[config.mk]
export PLATFORM = sky130hd
export DESIGN_NAME = axis_width_conv_gearbox
export DESIGN_NICKNAME = d
export VERILOG_FILES = /design/src/rtl/axis_width_conv_gearbox.sv
export SDC_FILE = /design/constraint.sdc
export NUM_CORES = 1
export LEC_CHECK = 0
export ABC_AREA = 1
export CELL_PAD_IN_SITES_DETAIL_PLACEMENT = 1
export CELL_PAD_IN_SITES_GLOBAL_PLACEMENT = 1
export CORE_MARGIN = 2
export CORE_UTILIZATION = 33
export CTS_BUF_LIST = sky130_fd_sc_hd__clkbuf_16
export DETAILED_ROUTE_END_ITERATION = 6
export HOLD_SLACK_MARGIN = 0.1
export PLACE_DENSITY = 0.84
export SLEW_MARGIN = 30
export SYNTH_ARGS = -nofsm -noshare
export SYNTH_HDL_FRONTEND = slang
export SYNTH_SLANG_ARGS = --single-unit
[constraint.sdc]
create_clock -name clk -period 3.4 [get_ports clk]
set_input_delay 0.68 -clock clk [delete_from_list [all_inputs] [get_ports clk]]
set_output_delay 0.68 -clock clk [all_outputs]
set_load 0.1 [all_outputs]
[src/rtl/axis_width_conv_gearbox.sv]
// axis_width_conv_gearbox
//   Splits each N-bit input word into R = N/M output beats of M bits.
//   A word carries a valid-beat count (tbeats, 0 meaning all R beats).
//   Beats past that count are dropped. Frame markers are mapped onto the
//   first beat (tfirst) and the last valid beat (tlast). Both sides use
//   FWFT-style handshakes: the data is visible while valid is high, and a
//   transfer happens only in a cycle where both valid and next are high.
//
//   Optional build macro: AXIS_WIDTH_CONV_GEARBOX_OUT_REG_EN
//     undefined : m_axis_* come straight from the holding register (latency 1)
//     defined   : a 2-entry skid register drives m_axis_* from flops (latency 2)
//
// Ports
//   clk, rst         : rising-edge clock, asynchronous active-high reset
//   s_axis_tdata     : input word (N bits)
//   s_axis_tfirst    : frame start marker for the input word
//   s_axis_tlast     : frame end marker for the input word
//   s_axis_tbeats    : number of valid beats in the word (0 = R)
//   s_axis_tvalid    : input word present
//   s_axis_tnext     : consume strobe for the current input word
//   m_axis_tdata     : output beat (M bits)
//   m_axis_tfirst    : first beat of a frame
//   m_axis_tlast     : last beat of a frame
//   m_axis_tvalid    : output beat present
//   m_axis_tnext     : downstream consume strobe
module axis_width_conv_gearbox #(
  parameter int N         = 24,
  parameter int M         = 8,
  parameter int MSB_FIRST = 1
) (
  input  logic                       clk,
  input  logic                       rst,
  input  logic [N-1:0]               s_axis_tdata,
  input  logic                       s_axis_tfirst,
  input  logic                       s_axis_tlast,
  input  logic [$clog2(N/M+1)-1:0]   s_axis_tbeats,
  input  logic                       s_axis_tvalid,
  output logic                       s_axis_tnext,
  output logic [M-1:0]               m_axis_tdata,
  output logic                       m_axis_tfirst,
  output logic                       m_axis_tlast,
  output logic                       m_axis_tvalid,
  input  logic                       m_axis_tnext
);

  localparam int R  = N / M;
  localparam int BW = $clog2(R + 1);
  localparam logic [BW-1:0] R_B   = BW'(R);
  localparam logic [BW-1:0] ONE_B = BW'(1'b1);
  localparam logic [BW-1:0] ZERO_B = {BW{1'b0}};

  generate
    if ((N < M) || ((N % M) != 0)) begin : g_bad_params
      $error("axis_width_conv_gearbox: N must be a multiple of M and N >= M");
    end
  endgenerate

  logic [N-1:0]  hold_q, hold_d;
  logic          full_q, full_d;
  logic [BW-1:0] idx_q, idx_d;
  logic [BW-1:0] k_q, k_d;
  logic          first_q, first_d;
  logic          last_q, last_d;

  logic          last_beat_s;
  logic          g_valid_s, g_first_s, g_last_s, g_ready_s;
  logic [M-1:0]  g_data_s;
  logic [BW-1:0] k_load_s;

  // The holding register is shifted after every beat, so the current beat
  // always sits at a fixed slice (top for MSB-first, bottom otherwise).
  assign last_beat_s = full_q && (idx_q == (k_q - ONE_B));
  assign g_valid_s   = full_q;
  assign g_first_s   = full_q && first_q && (idx_q == ZERO_B);
  assign g_last_s    = last_beat_s && last_q;

  // Selects the current beat from the holding register
  always_comb begin
    g_data_s = {M{1'b0}};
    if (full_q) begin
      if (MSB_FIRST != 0) begin
        g_data_s = hold_q[N-1 -: M];
      end else begin
        g_data_s = hold_q[M-1:0];
      end
    end else begin
      g_data_s = {M{1'b0}};
    end
  end

  // A new word is taken when the holder is empty or its last beat leaves now
  assign s_axis_tnext = s_axis_tvalid && !rst && (!full_q || (last_beat_s && g_ready_s));

  // Effective beat count of the incoming word, clamped to R
  always_comb begin
    k_load_s = R_B;
    if (s_axis_tbeats == ZERO_B) begin
      k_load_s = R_B;
    end else if (s_axis_tbeats > R_B) begin
      k_load_s = R_B;
    end else begin
      k_load_s = s_axis_tbeats;
    end
  end

  // Holding register next state: load on consume, advance on beat transfer
  always_comb begin
    hold_d  = hold_q;
    full_d  = full_q;
    idx_d   = idx_q;
    k_d     = k_q;
    first_d = first_q;
    last_d  = last_q;
    if (s_axis_tnext) begin
      hold_d  = s_axis_tdata;
      full_d  = 1'b1;
      idx_d   = ZERO_B;
      k_d     = k_load_s;
      first_d = s_axis_tfirst;
      last_d  = s_axis_tlast;
    end else if (full_q && g_ready_s) begin
      if (last_beat_s) begin
        // remaining beats of a partial word are simply dropped here
        full_d = 1'b0;
      end else begin
        idx_d = idx_q + ONE_B;
        if (MSB_FIRST != 0) begin
          hold_d = hold_q << M;
        end else begin
          hold_d = hold_q >> M;
        end
      end
    end else begin
      full_d = full_q;
    end
  end

  // Holding register state
  always_ff @(posedge clk or posedge rst) begin
    if (rst) begin
      hold_q  <= {N{1'b0}};
      full_q  <= 1'b0;
      idx_q   <= ZERO_B;
      k_q     <= ZERO_B;
      first_q <= 1'b0;
      last_q  <= 1'b0;
    end else begin
      hold_q  <= hold_d;
      full_q  <= full_d;
      idx_q   <= idx_d;
      k_q     <= k_d;
      first_q <= first_d;
      last_q  <= last_d;
    end
  end

`ifdef AXIS_WIDTH_CONV_GEARBOX_OUT_REG_EN
  // Two-entry skid: out_q is what the consumer sees, skid_q catches the beat
  // that was already in flight when the consumer stalled.
  logic [M+1:0] out_q, out_d, skid_q, skid_d;
  logic         out_v_q, out_v_d, skid_v_q, skid_v_d;
  logic         pop_s, push_s;

  assign g_ready_s = !skid_v_q;
  assign pop_s     = out_v_q && m_axis_tnext;
  assign push_s    = g_valid_s && g_ready_s;

  // Skid register next state
  always_comb begin
    out_d    = out_q;
    out_v_d  = out_v_q;
    skid_d   = skid_q;
    skid_v_d = skid_v_q;
    if (skid_v_q) begin
      if (pop_s) begin
        out_d    = skid_q;
        skid_v_d = 1'b0;
      end else begin
        out_d = out_q;
      end
    end else if (push_s) begin
      if (!out_v_q || pop_s) begin
        out_d   = {g_first_s, g_last_s, g_data_s};
        out_v_d = 1'b1;
      end else begin
        skid_d   = {g_first_s, g_last_s, g_data_s};
        skid_v_d = 1'b1;
      end
    end else if (pop_s) begin
      out_v_d = 1'b0;
    end else begin
      out_v_d = out_v_q;
    end
  end

  // Skid register state
  always_ff @(posedge clk or posedge rst) begin
    if (rst) begin
      out_q    <= {(M+2){1'b0}};
      out_v_q  <= 1'b0;
      skid_q   <= {(M+2){1'b0}};
      skid_v_q <= 1'b0;
    end else begin
      out_q    <= out_d;
      out_v_q  <= out_v_d;
      skid_q   <= skid_d;
      skid_v_q <= skid_v_d;
    end
  end

  assign m_axis_tvalid = out_v_q;
  assign m_axis_tfirst = out_q[M+1];
  assign m_axis_tlast  = out_q[M];
  assign m_axis_tdata  = out_q[M-1:0];
`else
  assign g_ready_s     = m_axis_tnext;
  assign m_axis_tvalid = g_valid_s;
  assign m_axis_tfirst = g_first_s;
  assign m_axis_tlast  = g_last_s;
  assign m_axis_tdata  = g_data_s;
`endif

endmodule

[After elaboration in Yosys (flattened, before gate mapping)]
Cells that the tools add are included.
Storage, ports and cells
  flip-flop bits (word level): 31
  input bits: 32
  output and inout port bits: 12
  word-level logic and storage cells: 40
Cells by class
  $add $sub $neg: 2
  $lt $le $gt $ge: 1
  eq/ne operators: 2
  mux-type cells: 12
  reduce and logical (&&, ||, !) cells: 17
Operators by type and width (number)
  two-way mux 24 bit: 3
  two-way mux 2 bit: 5
  logical AND 1 bit: 8
  two-way mux 8 bit: 1
  zero test 2 bit: 2
  AND reduction 2 bit: 2
  nonzero test 2 bit: 2
  two-way mux 1 bit: 3
  adder 2 x 1 -> 2 bit (second input constant): 1
  equality test 2 bit: 1
  > comparator 2 bit (second input constant): 1
  zero test 1 bit: 2
  inequality test 2 bit (second input constant): 1
  subtractor 2 x 1 -> 2 bit (second input constant): 1
  logical OR 1 bit: 1

[Longest topological paths before layout]
Gate-level depths: netlist of the first run.
  depth after elaboration: 8
  mapped depth: 10
  depth with buffers taken out: 9

[Worst setup path after synthesis of the first run]
Ideal clock, no wire load.
  kind: reg2out
  start: reg full_q (netlist: m_axis_tvalid)
  end: out m_axis_tlast
  arrival: 2.770 ns
  required time: 2.720 ns
  setup slack: -0.050 ns
  stages on the path, launching flop included: 4
  buffers on the path: 1
  path through: dfrtp_1 > buf_2 > nand2_1 > a21oi_1
Between the ends
  cells in the longest elaborated chain, start to end: 2
Ends and longest elaborated chain
  from (decl): line 59  | logic full_q, full_d;
  from (signal assigned): line 149  | full_q <= full_d;
  logical AND 1 bit: line 72  | assign last_beat_s = full_q && (idx_q == (k_q - ONE_B));
  logical AND 1 bit: line 75  | assign g_last_s = last_beat_s && last_q;
  to (decl): line 41  | output logic m_axis_tlast,
Every way passes these cells.

[Worst setup path in the final report of the first run]
  start: in rst
  end: out s_axis_tnext
Between the ends
  cells in the longest elaborated chain, start to end: 3
Ends and longest elaborated chain
  from (decl): line 32  | input logic rst,
  zero test 1 bit (no source line)
  logical AND 1 bit (2 in a row): line 92  | assign s_axis_tnext = s_axis_tvalid && !rst && (!full_q || (last_beat_s && g_ready_s));
  to (decl): line 38  | output logic s_axis_tnext,
Every way passes these cells.

==> metrics, run 1 <==
run status=finished, final reports clean; max_slew headroom=0.727; Final Cycle Share=0.794; Port Buf Inserts=43; Nets=309; Synth cell types=20; P_int=0.00105 W; final setup fails=0; synthesis-to-layout area growth=36.1%; crit-path max cell delay=390 ps; Setup CP Type=in -> out; Num CTS Buffers=5; via count=1550; setup TNS=0 ps; post-synthesis mux area share=0; final wirelength=4210 µm; worst-margin pin slew=410 ps; synth top area cells=dfrtp_1 (46%), nand2_1 (18%), inv_1 (11%); Hold Path Class=reg -> reg; Initial Util=0.349; initial antenna violation count=0; Max rail drop VDD=0.303 mV; vias in the first global route=1595; Pre-antenna DRT Iters=4; DIE HEIGHT=75.1 µm; via/cell ratio=4.53; DRC=0; Max Fclk=371 MHz; clock tree buffer depth=2; synthesized instance count=232; Startpoint Class=input port; DPL Wire Length=2850 µm; crit-path max FO=11; Synth Area in Adders=0.00750; Core ar.=4790 µm²; P per Cell Area=904 nW/µm²; Clock Power Share=0.197; yosys warns=0; ant diodes=0; cells along the critical path=clkdlybuf4s50_1 > inv_1 > nand2_1 > clkinv_1 > nand3_1 > inv_1 > buf_12; fin crit period=2700 ps; Synth top area share=0.465; Fillers=609; io pins=44; layout cells sized above 1=0.102; Clock Skews=3.28 ps; Routed WL per cell=12.3 µm; Post-CTS Setup Inserts=0; H-tree depth=2; Reg power frac=0.286; Synth area leader=dfrtp_1; First DRT Iteration DRCs=54; Max Slew Vio Count=0; antenna viol nets, final=0; Syn Nets=265; CTS tree=yes; largest family of logic cells by synthesized area=simple AND/OR/NAND/NOR gates; CP dominant cell by count=inv_1; Placed Area=2140 µm²; routability congestion estimate=0.758; CP Capture Type=output pin; WP data required=2720 ps; Post-Syn Area=1670 µm²; max cap viols=0; Switching Fraction=0.487; design area=2270 µm²; Row Count=25; pin count of the biggest net entering global routing=32; Crit-path slowest cell=clkdlybuf4s50_1; Gate power share=0.517; total congestion overflow=0; Final Hold Vio Count=0; post-synthesis sequential area ratio=0.465; GR Util All Layers=0.178; hold_buf cts=0; Clock Root Buffer=clkbuf_16; complex-gate fraction of the synthesized area=0.0517; RSZ-0062 raised after global routing=no; first-pass GRT wire length=7470 µm; commonest non-fill, non-tap cells in the layout=nand2_1 (82), inv_1 (49), dfrtp_1 (31), clkdlybuf4s50_1 (31), nand3_1 (19); Sw Pwr=0.00100 W; cts repair resizes=0; leakage=1.29 nW; worst skew pair latency=270 ps; xor-xnor portion of the synthesized cell area=0; die area=5640 µm²; Worst-path clk slew=50 ps; Die X=75.1 µm; FF+latch count, synth=31; Data arrival, critical path=2020 ps; commonest non-fill, non-tap cell in the layout=nand2_1; CTS Sinks=31; syn_area_per_cell=7.19 µm²; simple logic cell fraction of the synthesized area=0.319
[per-layer routing]
layer,vias to the layer above,share of wire,global-route usage
li1,793,-,-
met4,0,0.019,0.0714
met1,716,0.43,0.219
met5,-,0,0
met2,34,0.50,0.299
met3,7,0.043,0.0455
[path summary, 6_finish.rpt]
kind / startpoint / endpoint / slack, ps / depth (start not counted)
max: rst / s_axis_tnext / 700 / 7
min: hold_q[19] / hold_q[19] / 470 / 2
max reg2reg: idx_q[1] / hold_q[10] / 1530 / 9
min reg2reg: hold_q[19] / hold_q[19] / 470 / 2
max in group asynchronous: rst / hold_q[12] / 2270 / 3
min in group asynchronous: rst / k_q[1] / 840 / 3
[cell type report]
cell class,count,area [µm²],area share
clock buffers,5,125,0.0551
multi-input cells,138,634,0.279
inverters,51,191,0.0843
well taps,67,83.8,0.0369
flip-flops and latches,31,776,0.341
repair buffers,49,458,0.202
clock inverters,1,3.75,0.00165
[state kept, by name (all words and copies together) (netlist names)]
name and count:
m_axis_tvalid 1, k_q 2, first_q 1, last_q 1, idx_q 2, hold_q 24
[Yosys cell counts]
master	number
a21oi_1	1
a21oi_4	1
buf_1	1
buf_2	6
buf_4	3
buf_6	1
clkbuf_1	1
clkinv_1	1
dfrtp_1	31
ha_1	1
inv_1	48
inv_2	2
nand2_1	82
nand3_1	19
nand3_2	1
nand4_1	16
nor2_1	5
o21a_1	1
o21ai_0	9
o22ai_1	2
[worst max-delay path, delay by kind of cell]
family / cells / cell delay, ps
buffers and inverters: 5 / 1080
and+or+nand+nor: 2 / 240
[kinds of logic after synthesis]
kind of cell,after synthesis
AOI/OAI and AO/OA,14
adders and majority gates,1
buffers and inverters,63
DFF,31
and+or+nand+nor,123
[power by group through the flow]
stage / combinational, W / clock [W] / sequential (W)
floorplan: 0.000818 / 0 / 0.000603
global placement: 0.00103 / 0 / 0.000589
detailed placement: 0.00106 / 0 / 0.000594
CTS: 0.00107 / 0.000415 / 0.000590
global route: 0.00117 / 0.000427 / 0.000612
finish: 0.00106 / 0.000404 / 0.000588
[stage by stage]
stage	cells	hold WS, ps	util	setup slack, ps	power [W]
detailed placement	336	466	0.448	700	0.00165
floorplan	232	449	-	199	0.00142
global placement	336	464	0.448	764	0.00162
CTS	342	480	0.475	691	0.00208
global route	342	517	0.475	575	0.00221
finish	342	472	0.475	702	0.00206
Power figures use the tool's default switching activity.
==> inputs of run 2 (changes only) <==
--- a/config.mk
+++ b/config.mk
@@ -9,11 +9,11 @@
 export CELL_PAD_IN_SITES_DETAIL_PLACEMENT = 1
 export CELL_PAD_IN_SITES_GLOBAL_PLACEMENT = 1
 export CORE_MARGIN = 2
-export CORE_UTILIZATION = 33
+export CORE_UTILIZATION = 31
 export CTS_BUF_LIST = sky130_fd_sc_hd__clkbuf_16
 export DETAILED_ROUTE_END_ITERATION = 6
 export HOLD_SLACK_MARGIN = 0.1
-export PLACE_DENSITY = 0.84
+export PLACE_DENSITY = 0.83
 export SLEW_MARGIN = 30
 export SYNTH_ARGS = -nofsm -noshare
 export SYNTH_HDL_FRONTEND = slang
==> constraint.sdc (replaced) <==
create_clock -name clk -period 2.3 [get_ports clk]
set_input_delay 0.46 -clock clk [delete_from_list [all_inputs] [get_ports clk]]
set_output_delay 0.46 -clock clk [all_outputs]
set_load 0.1 [all_outputs]
==> metrics, run 2 (synthesis results as in run 1) <==
WP data required=1840 ps (was 2720 ps); Post-CTS Setup Inserts=0 (unchanged); DIE HEIGHT=77.4 µm (was 75.1 µm); design area=2350 µm² (was 2270 µm²); Placed Area=2210 µm² (was 2140 µm²); initial antenna violation count=0 (unchanged); cells along the critical path=inv_1 > nor2_1 > inv_1 > nand3_1 > inv_1 > buf_12 (was clkdlybuf4s50_1 > inv_1 > nand2_1 > clkinv_1 > nand3_1 > inv_1 > buf_12); Row Count=26 (was 25); setup TNS=0 ps (unchanged); crit-path max cell delay=520 ps (was 390 ps); Max Slew Vio Count=0 (unchanged); Clock Root Buffer=clkbuf_16 (unchanged); CP dominant cell by count=inv_1 (unchanged); top flop regs=hold_q (24), idx_q (2), k_q (2) (unchanged); max_slew headroom=0.730 (was 0.727); die area=5990 µm² (was 5640 µm²); commonest non-fill, non-tap cell in the layout=nand2_1 (unchanged); clock tree buffer depth=2 (unchanged); worst skew pair latency=280 ps (was 270 ps); FF-to-FF setup slack=550 ps (was 1530 ps); RSZ-0062 raised after global routing=no (unchanged); via count=1597 (was 1550); CTS tree=yes (unchanged); via/cell ratio=4.58 (was 4.53); first-pass GRT wire length=7660 µm (was 7470 µm); worst-margin pin slew=405 ps (was 410 ps); WP depth=6 (was 7); r2r endpoint=hold_q[7] (was hold_q[10]); Worst-path clk slew=50 ps (about the same); final setup fails=0 (unchanged); FF-to-FF Start=idx_q[1] (unchanged); hold_buf cts=0 (unchanged); commonest non-fill, non-tap cells in the layout=nand2_1 (81), inv_1 (49), clkdlybuf4s50_1 (31) (was nand2_1 (82), inv_1 (49), dfrtp_1 (31), clkdlybuf4s50_1 (31), nand3_1 (19)); Fin Hold WS=478 ps (was 472 ps); Die X=77.4 µm (was 75.1 µm); leakage=1.31 nW (was 1.29 nW); Setup CP Type=reg -> out (was in -> out); fin crit period=2160 ps; largest register by flop count=hold_q (unchanged); Num CTS Buffers=5 (unchanged); max cap viols=0 (unchanged); synthesis-to-layout area growth=40.6% (was 36.1%); max reg flops=24 (unchanged); GR Util All Layers=0.163 (was 0.178); H-tree depth=2 (unchanged); ant diodes=0 (unchanged); met3 WL=165 µm (was 181 µm); pin count of the biggest net entering global routing=32 (unchanged); Nets=311 (was 309); CTS Sinks=31 (unchanged); Data arrival, critical path=1700 ps (was 2020 ps); CP bufs+invs=4 (was 5); DR WL met2=2240 µm (was 2120 µm); Hold Path Class=reg -> reg (unchanged); CP Capture Type=output pin (unchanged); Startpoint Class=flip-flop (was input port); M1 WL=1960 µm (was 1830 µm); Util after Layout=0.457 (was 0.475); Max rail drop VDD=0.598 mV (was 0.303 mV); P per Cell Area=1340 nW/µm² (was 904 nW/µm²); vias in the first global route=1665 (was 1595); crit-path max FO=12 (was 11); critical path endpoint=s_axis_tnext (unchanged); DPL Wire Length=3200 µm (was 2850 µm); cts repair resizes=0 (unchanged); placed insts=341 (was 336); Top Layer Used=met4 (unchanged); run status=finished, final reports clean (unchanged); final wirelength=4430 µm (was 4210 µm); Final Hold Vio Count=0 (unchanged); First DRT Iteration DRCs=73 (was 54); io pins=44 (unchanged); layout cells sized above 1=0.125 (was 0.102); Pre-antenna DRT Iters=4 (unchanged); R2R depth=8 (was 9); Crit. Startpoint=m_axis_tvalid (was rst); Core ar.=5140 µm² (was 4790 µm²); DRC=0 (unchanged); final std cells w/o fill=349 (was 342); largest delay contributor family on the critical path=buffers and inverters (unchanged); Initial Util=0.325 (was 0.349); routability congestion estimate=0.719 (was 0.758); antenna viol nets, final=0 (unchanged); Port Buf Inserts=43 (unchanged); Crit-path slowest cell=dfrtp_2 (was clkdlybuf4s50_1); Final Cycle Share=0.940; Clock Skews=3.38 ps (was 3.28 ps); total congestion overflow=0 (unchanged); Routed WL per cell=12.7 µm (was 12.3 µm); Max Fclk=463 MHz
## run 2: final cells by class
cell class | count | area [µm²]
Tap cell | 70 | 87.6
Sequential cell | 31 | 777
Clock buffer | 5 | 125
Inverter | 51 | 195
Timing Repair Buffer | 51 | 498
Multi-Input combinational cell | 138 | 652
Fill cell | 663 | 2790
Clock inverter | 3 | 12.5
## run 2: power breakdown
group          internal [W]  switching, W
registers          0.000749      0.000130
clock network      0.000390      0.000226
logic              0.000485       0.00117
## run 2: through the flow
stage	power, W	worst slack (ps)
after floorplan	0.00212	41.9
after global placement	0.00248	186
after detailed placement	0.00254	155
after CTS	0.00317	119
after global routing	0.00337	43.1
final	0.00315	138
## run 2: how the worst min path moves through the flow
stage | start | end | slack [ps] | cells past startpoint
after floorplan | rst | first_q | 400 | 1
after global placement | hold_q[23] | hold_q[23] | 460 | 2
after detailed placement | hold_q[15] | hold_q[15] | 460 | 2
after CTS | hold_q[15] | hold_q[15] | 480 | 2
after global routing | hold_q[16] | hold_q[16] | 510 | 2
final | hold_q[9] | hold_q[9] | 480 | 2
## run 2: worst reg2reg max path, delay by kind of cell (launching register included)
kind	cells	cell delay, ps
buffers and inverters	3	550
DFF	1	390
AOI/OAI and AO/OA	2	330
and+or+nand+nor	3	360
## run 2: routing by layer
metal  GRT usage  vias up
met3      0.0430        5
met4      0.0607        0
li1            -      798
met2       0.283       32
met1       0.194      762
met5           0        -
==> inputs of run 3 (changes only) <==
--- a/config.mk
+++ b/config.mk
@@ -13,6 +13,7 @@
 export CTS_BUF_LIST = sky130_fd_sc_hd__clkbuf_16
 export DETAILED_ROUTE_END_ITERATION = 6
 export HOLD_SLACK_MARGIN = 0.1
+export MAX_ROUTING_LAYER = met4
 export PLACE_DENSITY = 0.83
 export SLEW_MARGIN = 30
 export SYNTH_ARGS = -nofsm -noshare
==> metrics, run 3 (synthesis results as in run 1) <==
first-pass GRT wire length=7680 µm (was 7660 µm); layout cells sized above 1=0.125 (unchanged); Clock Root Buffer=clkbuf_16 (unchanged); leakage=1.31 nW (unchanged); Nets=311 (unchanged); Core ar.=5140 µm² (unchanged); ant diodes=0 (unchanged); crit-path max cell delay=520 ps (about the same); H-tree depth=2 (unchanged); final setup fails=0 (unchanged); post-route total power=0.00314 W (was 0.00315 W); Pre-antenna DRT Iters=4 (unchanged); Clock Power Share=0.196 (about the same); Setup CP Type=reg -> out (unchanged); crit-path max FO=12 (unchanged); via/cell ratio=4.52 (was 4.58); worst skew pair latency=270 ps (was 280 ps); Max Fclk=462 MHz (was 463 MHz); Max rail drop VDD=0.596 mV (was 0.598 mV); Die X=77.4 µm (unchanged); Routed WL per cell=12.6 µm (was 12.7 µm); Switching Fraction=0.483 (was 0.484); routability congestion estimate=0.728 (was 0.719); Num CTS Buffers=5 (unchanged); final wirelength=4400 µm (was 4430 µm); Post-CTS Setup Inserts=0 (unchanged); cells along the critical path=inv_1 > nor2_1 > inv_1 > nand3_1 > inv_1 > buf_12 (unchanged); CTS tree=yes (unchanged); P_int=0.00162 W (unchanged); Crit-path slowest cell=dfrtp_2 (unchanged); Gate power share=0.524 (was 0.525); setup TNS=0 ps (unchanged); vias in the first global route=1659 (was 1665); Final Hold Vio Count=0 (unchanged); Hold Path Class=reg -> reg (unchanged); First DRT Iteration DRCs=88 (was 73); via count=1577 (was 1597); die area=5990 µm² (unchanged); antenna viol nets, final=0 (unchanged); Row Count=26 (unchanged); Worst-path clk slew=50 ps (about the same); Final Cycle Share=0.940 (about the same); P per Cell Area=1340 nW/µm² (about the same); DIE HEIGHT=77.4 µm (unchanged); commonest non-fill, non-tap cell in the layout=nand2_1 (unchanged); CP dominant cell by count=inv_1 (unchanged); FF-to-FF setup slack=550 ps (about the same); CP Capture Type=output pin (unchanged); clock tree buffer depth=2 (unchanged); cts repair resizes=0 (unchanged); Max Slew Vio Count=0 (unchanged); Port Buf Inserts=43 (unchanged); worst-margin pin slew=400 ps (was 405 ps); Clock Skews=4.27 ps (was 3.38 ps); CTS Sinks=31 (unchanged); Data arrival, critical path=1700 ps (about the same); Sw Pwr=0.00152 W (about the same); synthesis-to-layout area growth=40.6% (unchanged); pin count of the biggest net entering global routing=32 (unchanged); DPL Wire Length=3200 µm (unchanged); fin crit period=2160 ps (about the same); max cap viols=0 (unchanged); max_slew headroom=0.733 (was 0.730); largest register by flop count=hold_q (unchanged); total congestion overflow=0 (unchanged); largest delay contributor family on the critical path=buffers and inverters (unchanged); Reg power frac=0.280 (was 0.279); Fillers=663 (unchanged); io pins=44 (unchanged); area of the multi-input gates=652 µm² (unchanged); top flop regs=hold_q (24), idx_q (2), k_q (2) (unchanged); hold_buf cts=0 (unchanged); initial antenna violation count=0 (unchanged); WP data required=1840 ps (about the same); GR Util All Layers=0.168 (was 0.163); run status=finished, final reports clean (unchanged); max reg flops=24 (unchanged); CP bufs+invs=4 (unchanged); DRC=0 (unchanged); Startpoint Class=flip-flop (unchanged); Sequential cell area=777 µm² (unchanged); RSZ-0062 raised after global routing=no (unchanged); commonest non-fill, non-tap cells in the layout=nand2_1 (81), inv_1 (49), clkdlybuf4s50_1 (31) (unchanged); Initial Util=0.325 (unchanged)
==> run 3: routing by layer <==
layer,track usage,up-vias,share of wire
li1,-,798,-
met1,0.196,737,0.43
met2,0.283,37,0.51
met3,0.0419,5,0.043
met4,0.0607,0,0.016
met5,-,-,0
==> run 3: metrics by stage <==
step / setup slack (ps) / std cells / cell area, µm² / hold WS (ps) / utilization
after CTS: 119 / 349 / 2350 / 479 / 0.457
after global placement: 186 / 341 / 2210 / 463 / 0.430
after global routing: 40.4 / 349 / 2350 / 507 / 0.457
after floorplan: 41.9 / 232 / 1700 / 397 / -
final: 138 / 349 / 2350 / 479 / 0.457
after detailed placement: 155 / 341 / 2210 / 465 / 0.430
==> run 3: final cells by class <==
class | instances | share of cell area
clock buffers | 5 | 0.0533
clock inverters | 3 | 0.00533
inverters | 51 | 0.0832
multi-input cells | 138 | 0.278
flip-flops and latches | 31 | 0.331
well taps | 70 | 0.0373
repair buffers | 51 | 0.212
==> run 3: path summary, 6_finish.rpt <==
path | start | endpoint | cells past startpoint
max in group asynchronous | rst | m_axis_tvalid | 3
min in group asynchronous | rst | first_q | 3
setup / recovery | m_axis_tvalid | s_axis_tnext | 6
hold / removal | hold_q[22] | hold_q[22] | 2
setup reg to reg | idx_q[1] | hold_q[7] | 8
hold reg to reg | hold_q[22] | hold_q[22] | 2
==> run 3: power groups by stage <==
stage | sequential, W | clock (W) | combinational [W]
after global routing | 0.000907 | 0.000657 | 0.00181
final | 0.000879 | 0.000616 | 0.00165
after global placement | 0.000877 | 0 | 0.00161
after detailed placement | 0.000886 | 0 | 0.00166
after CTS | 0.000879 | 0.000624 | 0.00167
after floorplan | 0.000893 | 0 | 0.00123
==> run 3: worst reg2reg max path, delay by kind of cell (launching register included) <==
family,cells,cell delay (ps)
and+or+nand+nor,3,360
DFF,1,390
buffers and inverters,3,550
AOI/OAI and AO/OA,2,330
==> patch 1: new RTL, settings of run 2 <==
Change the parameter `M` from 8 to 4.
--- a/src/rtl/axis_width_conv_gearbox.sv
+++ b/src/rtl/axis_width_conv_gearbox.sv
@@ -25,7 +25,7 @@
 //   m_axis_tnext     : downstream consume strobe
 module axis_width_conv_gearbox #(
   parameter int N         = 24,
-  parameter int M         = 8,
+  parameter int M         = 4,
   parameter int MSB_FIRST = 1
 ) (
   input  logic                       clk,
Interface: changed (resized m_axis_tdata and s_axis_tbeats); port bits go from 44 to 41. The function was not compared with the original's and may differ.
==> patch 1 against run 2 <==
- global-route usage rose by 1.4 points
- worst setup slack got worse by 0.060 ns
- via count rose by 7.5%
- sequential cell count rose by 2
- die area rose by 7.4%
- synthesized area rose by 7.8%
- combinational power rose by 12%
- register-to-register slack got worse by 0.21 ns
- routed wire length rose by 17%
- first-iteration DRC count fell by 11%
- cell area rose by 9.0%
- power rose by 8.7%
- largest cell class unchanged
- critical path depth rose by 5
==> patch 1: results <==
group,metric,value,unit
outcome,outcome,"complete, no violations",
place,port-buffer-count,40,
cells_and_area,multi_input_area_share,31.4,%
cells_and_area,reg.largest.list,"hold_q x24, idx_q x3, k_q x3",
yosys,netlist_top_cells_count,"86 x nand2_1, 33 x dfrtp_1, 33 x inv_1",
drt,post_drt_wl_per_cell,14.6,um
yosys,yosys.cell_types.count,24,
cells_and_area,multi_input_cells,155,
cts,postCtsResizedCells,4,
drt,wirelength,5200,um
drt,ant_nets,0,
cells_and_area,num-nonclk-buffers,52,
yosys,synth_nets,271,
min_path,hp-class,"register to register",
cells_and_area,buf_share,21.8,%
yosys,yosysSeqAreaShare,45.9,%
cells_and_area,drive_gt1_share,15.8,%
place,dpl.hpwl,3520,um
critical_path,cp.arrival,1.76,ns
sta,finClkSkew,0.00593,ns
place,routabilityCongestion,0.755,
cells_and_area,diodes,0,
cts,clockBufferDepth,2,
power,peakVddDrop,0.457,mV
yosys,avgSynthCellArea,7.66,um2
yosys,ys_warn_count,0,
critical_path,cp_max_fo,3,
power,cellPowerDensity,1340,nW/um2
global_routing,grt_max_degree,34,
global_routing,grt_pass1_wl,8720,um
cts,postCtsSetupBuffers,5,
sta,tightest_slew,0.442,ns
cells_and_area,num-nonclk-inverters,37,
cts,insertion_delay,0.28,ns
cells_and_area,final-clk-cell-share,5.18,%
yosys,ys.flop_type,"dfrtp_1",
place,placed_cells,343,
power,p_leak,1.31,nW
global_routing,grt_use_total,17.7,%
cts,clk_pin_slew_worst_paths,0.05,ns
yosys,synthTopCellsByArea,"dfrtp_1 46%, nand2_1 18%, nand3_1 8.1%",
global_routing,grt_pass1_vias,1828,
drt,firstDrtPassIters,4,
yosys,async_flop_share,100,%
cells_and_area,final_nets,320,
cells_and_area,fill_cells,695,
place,post_dp_cell_area,2360,um2
cts,cts_root_buf,"clkbuf_16",
yosys,ys_ff_latch,33,
global_routing,antenna_found_initial,0,
drt,vias,1717,
drt,drt_iter0_drc,65,
cells_and_area,regArea,830,um2
cells_and_area,syn2layout_area_growth,42.2,%
cts,cts_max_level,2,
## patch 1: power breakdown
group | leakage (nW) | internal [mW] | switching, mW
combinational | 0.814 | 0.670 | 1.17
sequential | 0.430 | 0.791 | 0.165
clock | 0.0685 | 0.386 | 0.232
## patch 1: kinds of logic (layout without fill, tap and decap cells)
group	after synthesis	count (layout)	share of synthesized area, %
xor gates and xnor gates	1	1	0.487
adders and majority gates	3	3	2.09
buffers and inverters	47	96	12.2
and+or+nand+nor	139	139	35.4
AOI/OAI and AO/OA	12	12	3.89
DFF	33	33	45.9
## patch 1: through the flow
step           hold WS [ns]  util [%]  setup slack (ns)
2_1_floorplan         0.449         -            -0.112
3_3_place_gp          0.463      42.6             0.186
3_5_place_dp          0.466      42.6             0.122
4_1_cts               0.480      46.0            0.0356
5_1_grt               0.492      46.2          0.000358
6_report              0.476      46.2            0.0787
## patch 1: critical path, cell delays in order, from the launching register on
cell     delay, ns
dfrtp_1       0.36
inv_2         0.06
ha_4          0.27
inv_2         0.04
nand2_1       0.07
nand2_2       0.07
nor2_4        0.12
nand2_4       0.11
nand2_8       0.09
nand2_8       0.06
inv_6         0.06
buf_12        0.16
## patch 1: worst paths after layout
path,start,to,slack [ns],cells past startpoint
setup reg to reg,k_q[0],idx_q[1],0.34,11
min in group asynchronous,rst,first_q,0.61,3
max in group asynchronous,rst,m_axis_tvalid,1.34,3
hold reg to reg,hold_q[2],hold_q[2],0.48,2
setup / recovery,k_q[0],s_axis_tnext,0.08,11
hold / removal,hold_q[2],hold_q[2],0.48,2
## patch 1: layer usage
metal	GRT usage [%]	wire (um)	vias up
met5	0	0	-
met4	6.95	147	0
met3	4.61	194	13
met2	30.8	2620	39
met1	20.7	2230	830
li1	-	-	835
==> patch 2: new RTL, settings of run 2 <==
Made on the original files. Register the output `s_axis_tnext`; this adds one clock of latency there. The other outputs are not delayed to match.
--- a/src/rtl/axis_width_conv_gearbox.sv
+++ b/src/rtl/axis_width_conv_gearbox.sv
@@ -49,6 +49,8 @@
   localparam logic [BW-1:0] ONE_B = BW'(1'b1);
   localparam logic [BW-1:0] ZERO_B = {BW{1'b0}};
 
+  logic s_axis_tnext_d;
+
   generate
     if ((N < M) || ((N % M) != 0)) begin : g_bad_params
       $error("axis_width_conv_gearbox: N must be a multiple of M and N >= M");
@@ -89,7 +91,7 @@
   end
 
   // A new word is taken when the holder is empty or its last beat leaves now
-  assign s_axis_tnext = s_axis_tvalid && !rst && (!full_q || (last_beat_s && g_ready_s));
+  assign s_axis_tnext_d = s_axis_tvalid && !rst && (!full_q || (last_beat_s && g_ready_s));
 
   // Effective beat count of the incoming word, clamped to R
   always_comb begin
@@ -111,7 +113,7 @@
     k_d     = k_q;
     first_d = first_q;
     last_d  = last_q;
-    if (s_axis_tnext) begin
+    if (s_axis_tnext_d) begin
       hold_d  = s_axis_tdata;
       full_d  = 1'b1;
       idx_d   = ZERO_B;
@@ -220,5 +222,9 @@
   assign m_axis_tdata  = g_data_s;
 `endif
 
+  always_ff @(posedge clk) begin
+    s_axis_tnext <= s_axis_tnext_d;
+  end
+
 endmodule
 
Check against the original RTL: not equivalent (a bounded check fails within 4 cycles, from zero or initial values and one cycle with rst high).
==> patch 2 against run 2 <==
- routed wire length up 4.4%
- cell area barely moved
- synthesized area increased by 1.2%
- sequential cell count is 1 higher
- critical path depth rose by 2
- power rose by 1.1%
- cell count up 0.29%
- worst setup slack better by 0.33 ns
- critical path type is now register to register
- largest power group unchanged
==> patch 2: results <==
group,metric,value,unit
outcome,outcome,"complete, no violations",
drt,post_drt_wl_per_cell,13.2,um
yosys,synth_nets,266,
critical_path,cp.arrival,1.99,ns
critical_path,max_stage_delay,0.39,ns
yosys,yosysSeqAreaShare,47.1,%
place,post_dp_cell_area,2210,um2
yosys,yosys.cell_types.count,21,
yosys,synthTopCellsByArea,"dfrtp_1 46%, nand2_1 18%, inv_1 11%",
drt,via_per_inst,4.51,
place,dpl.hpwl,3330,um
critical_path,slowest_stage,"dfrtp_1",
drt,wirelength,4630,um
drt,drt_iter0_drc,105,
sta,tightest_slew,0.399,ns
cells_and_area,fill_cells,644,
power,clock_power_share,19.2,%
critical_path,cp_top_family,"simple AND/OR/NAND/NOR gates",
power,p_sw,1.54,mW
cells_and_area,multi_input_comb_area,649,um2
power,peakVddDrop,0.522,mV
global_routing,grt_use_total,16.5,%
cells_and_area,drive_gt1_share,11.8,%
sta,finClkSkew,0.00468,ns
yosys,async_flop_share,96.9,%
cells_and_area,final_nets,312,
place,preCtsSetupSlack,0.351,ns
place,routabilityCongestion,0.801,
==> patch 2: cell types whose count changed after synthesis <==
cell,run 2,this run
dfxtp_1,0,1
==> patch 2: metal layers <==
metal	global-route usage, %	wire (um)
met1	20.8	1980
met2	27.5	2360
met3	4.07	212
met4	5.89	74
met5	0	0
==> patch 2: worst min-delay path: stages, from the launching register on <==
cell and delay (ns):
dfrtp_1 0.34, nand2_1 0.06, nand2_1 0.05
==> patch 2: path summary, 6_finish.rpt <==
check                      startpoint  slack, ns  depth (start not counted)       endpoint
min in group asynchronous         rst       0.59                          3         last_q
max                          idx_q[1]       0.47                          8      hold_q[8]
min reg2reg                 hold_q[9]       0.48                          2      hold_q[9]
max reg2reg                  idx_q[1]       0.47                          8      hold_q[8]
min                         hold_q[9]       0.48                          2      hold_q[9]
max in group asynchronous         rst       1.41                          3  m_axis_tvalid
==> patch 2: layout make-up <==
type | instances | share of cell area, %
clock buffer | 5 | 5.33
clock inverter | 3 | 0.533
inverter | 51 | 8.15
multi-input combinational | 138 | 27.7
sequential | 32 | 33.9
tap | 70 | 3.73
timing repair buffer | 51 | 20.7
==> patch 2: logic make-up after synthesis <==
family                   count (synthesis)  share of synthesized area, %
adder cells (fa/ha/maj)                  1                         0.741
AO/OA/AOI/OAI                           14                          5.11
flip-flops                              32                          47.1
AND/OR/NAND/NOR                        123                          31.5
buffers and inverters                   63                          15.6
==> patch 2: power by group through the flow <==
stage / clock [mW] / combinational [mW] / sequential (mW)
detailed placement: 0 / 1.66 / 0.907
CTS: 0.629 / 1.68 / 0.905
floorplan: 0 / 1.21 / 0.938
global placement: 0 / 1.61 / 0.897
finish: 0.612 / 1.67 / 0.903
global route: 0.661 / 1.82 / 0.934
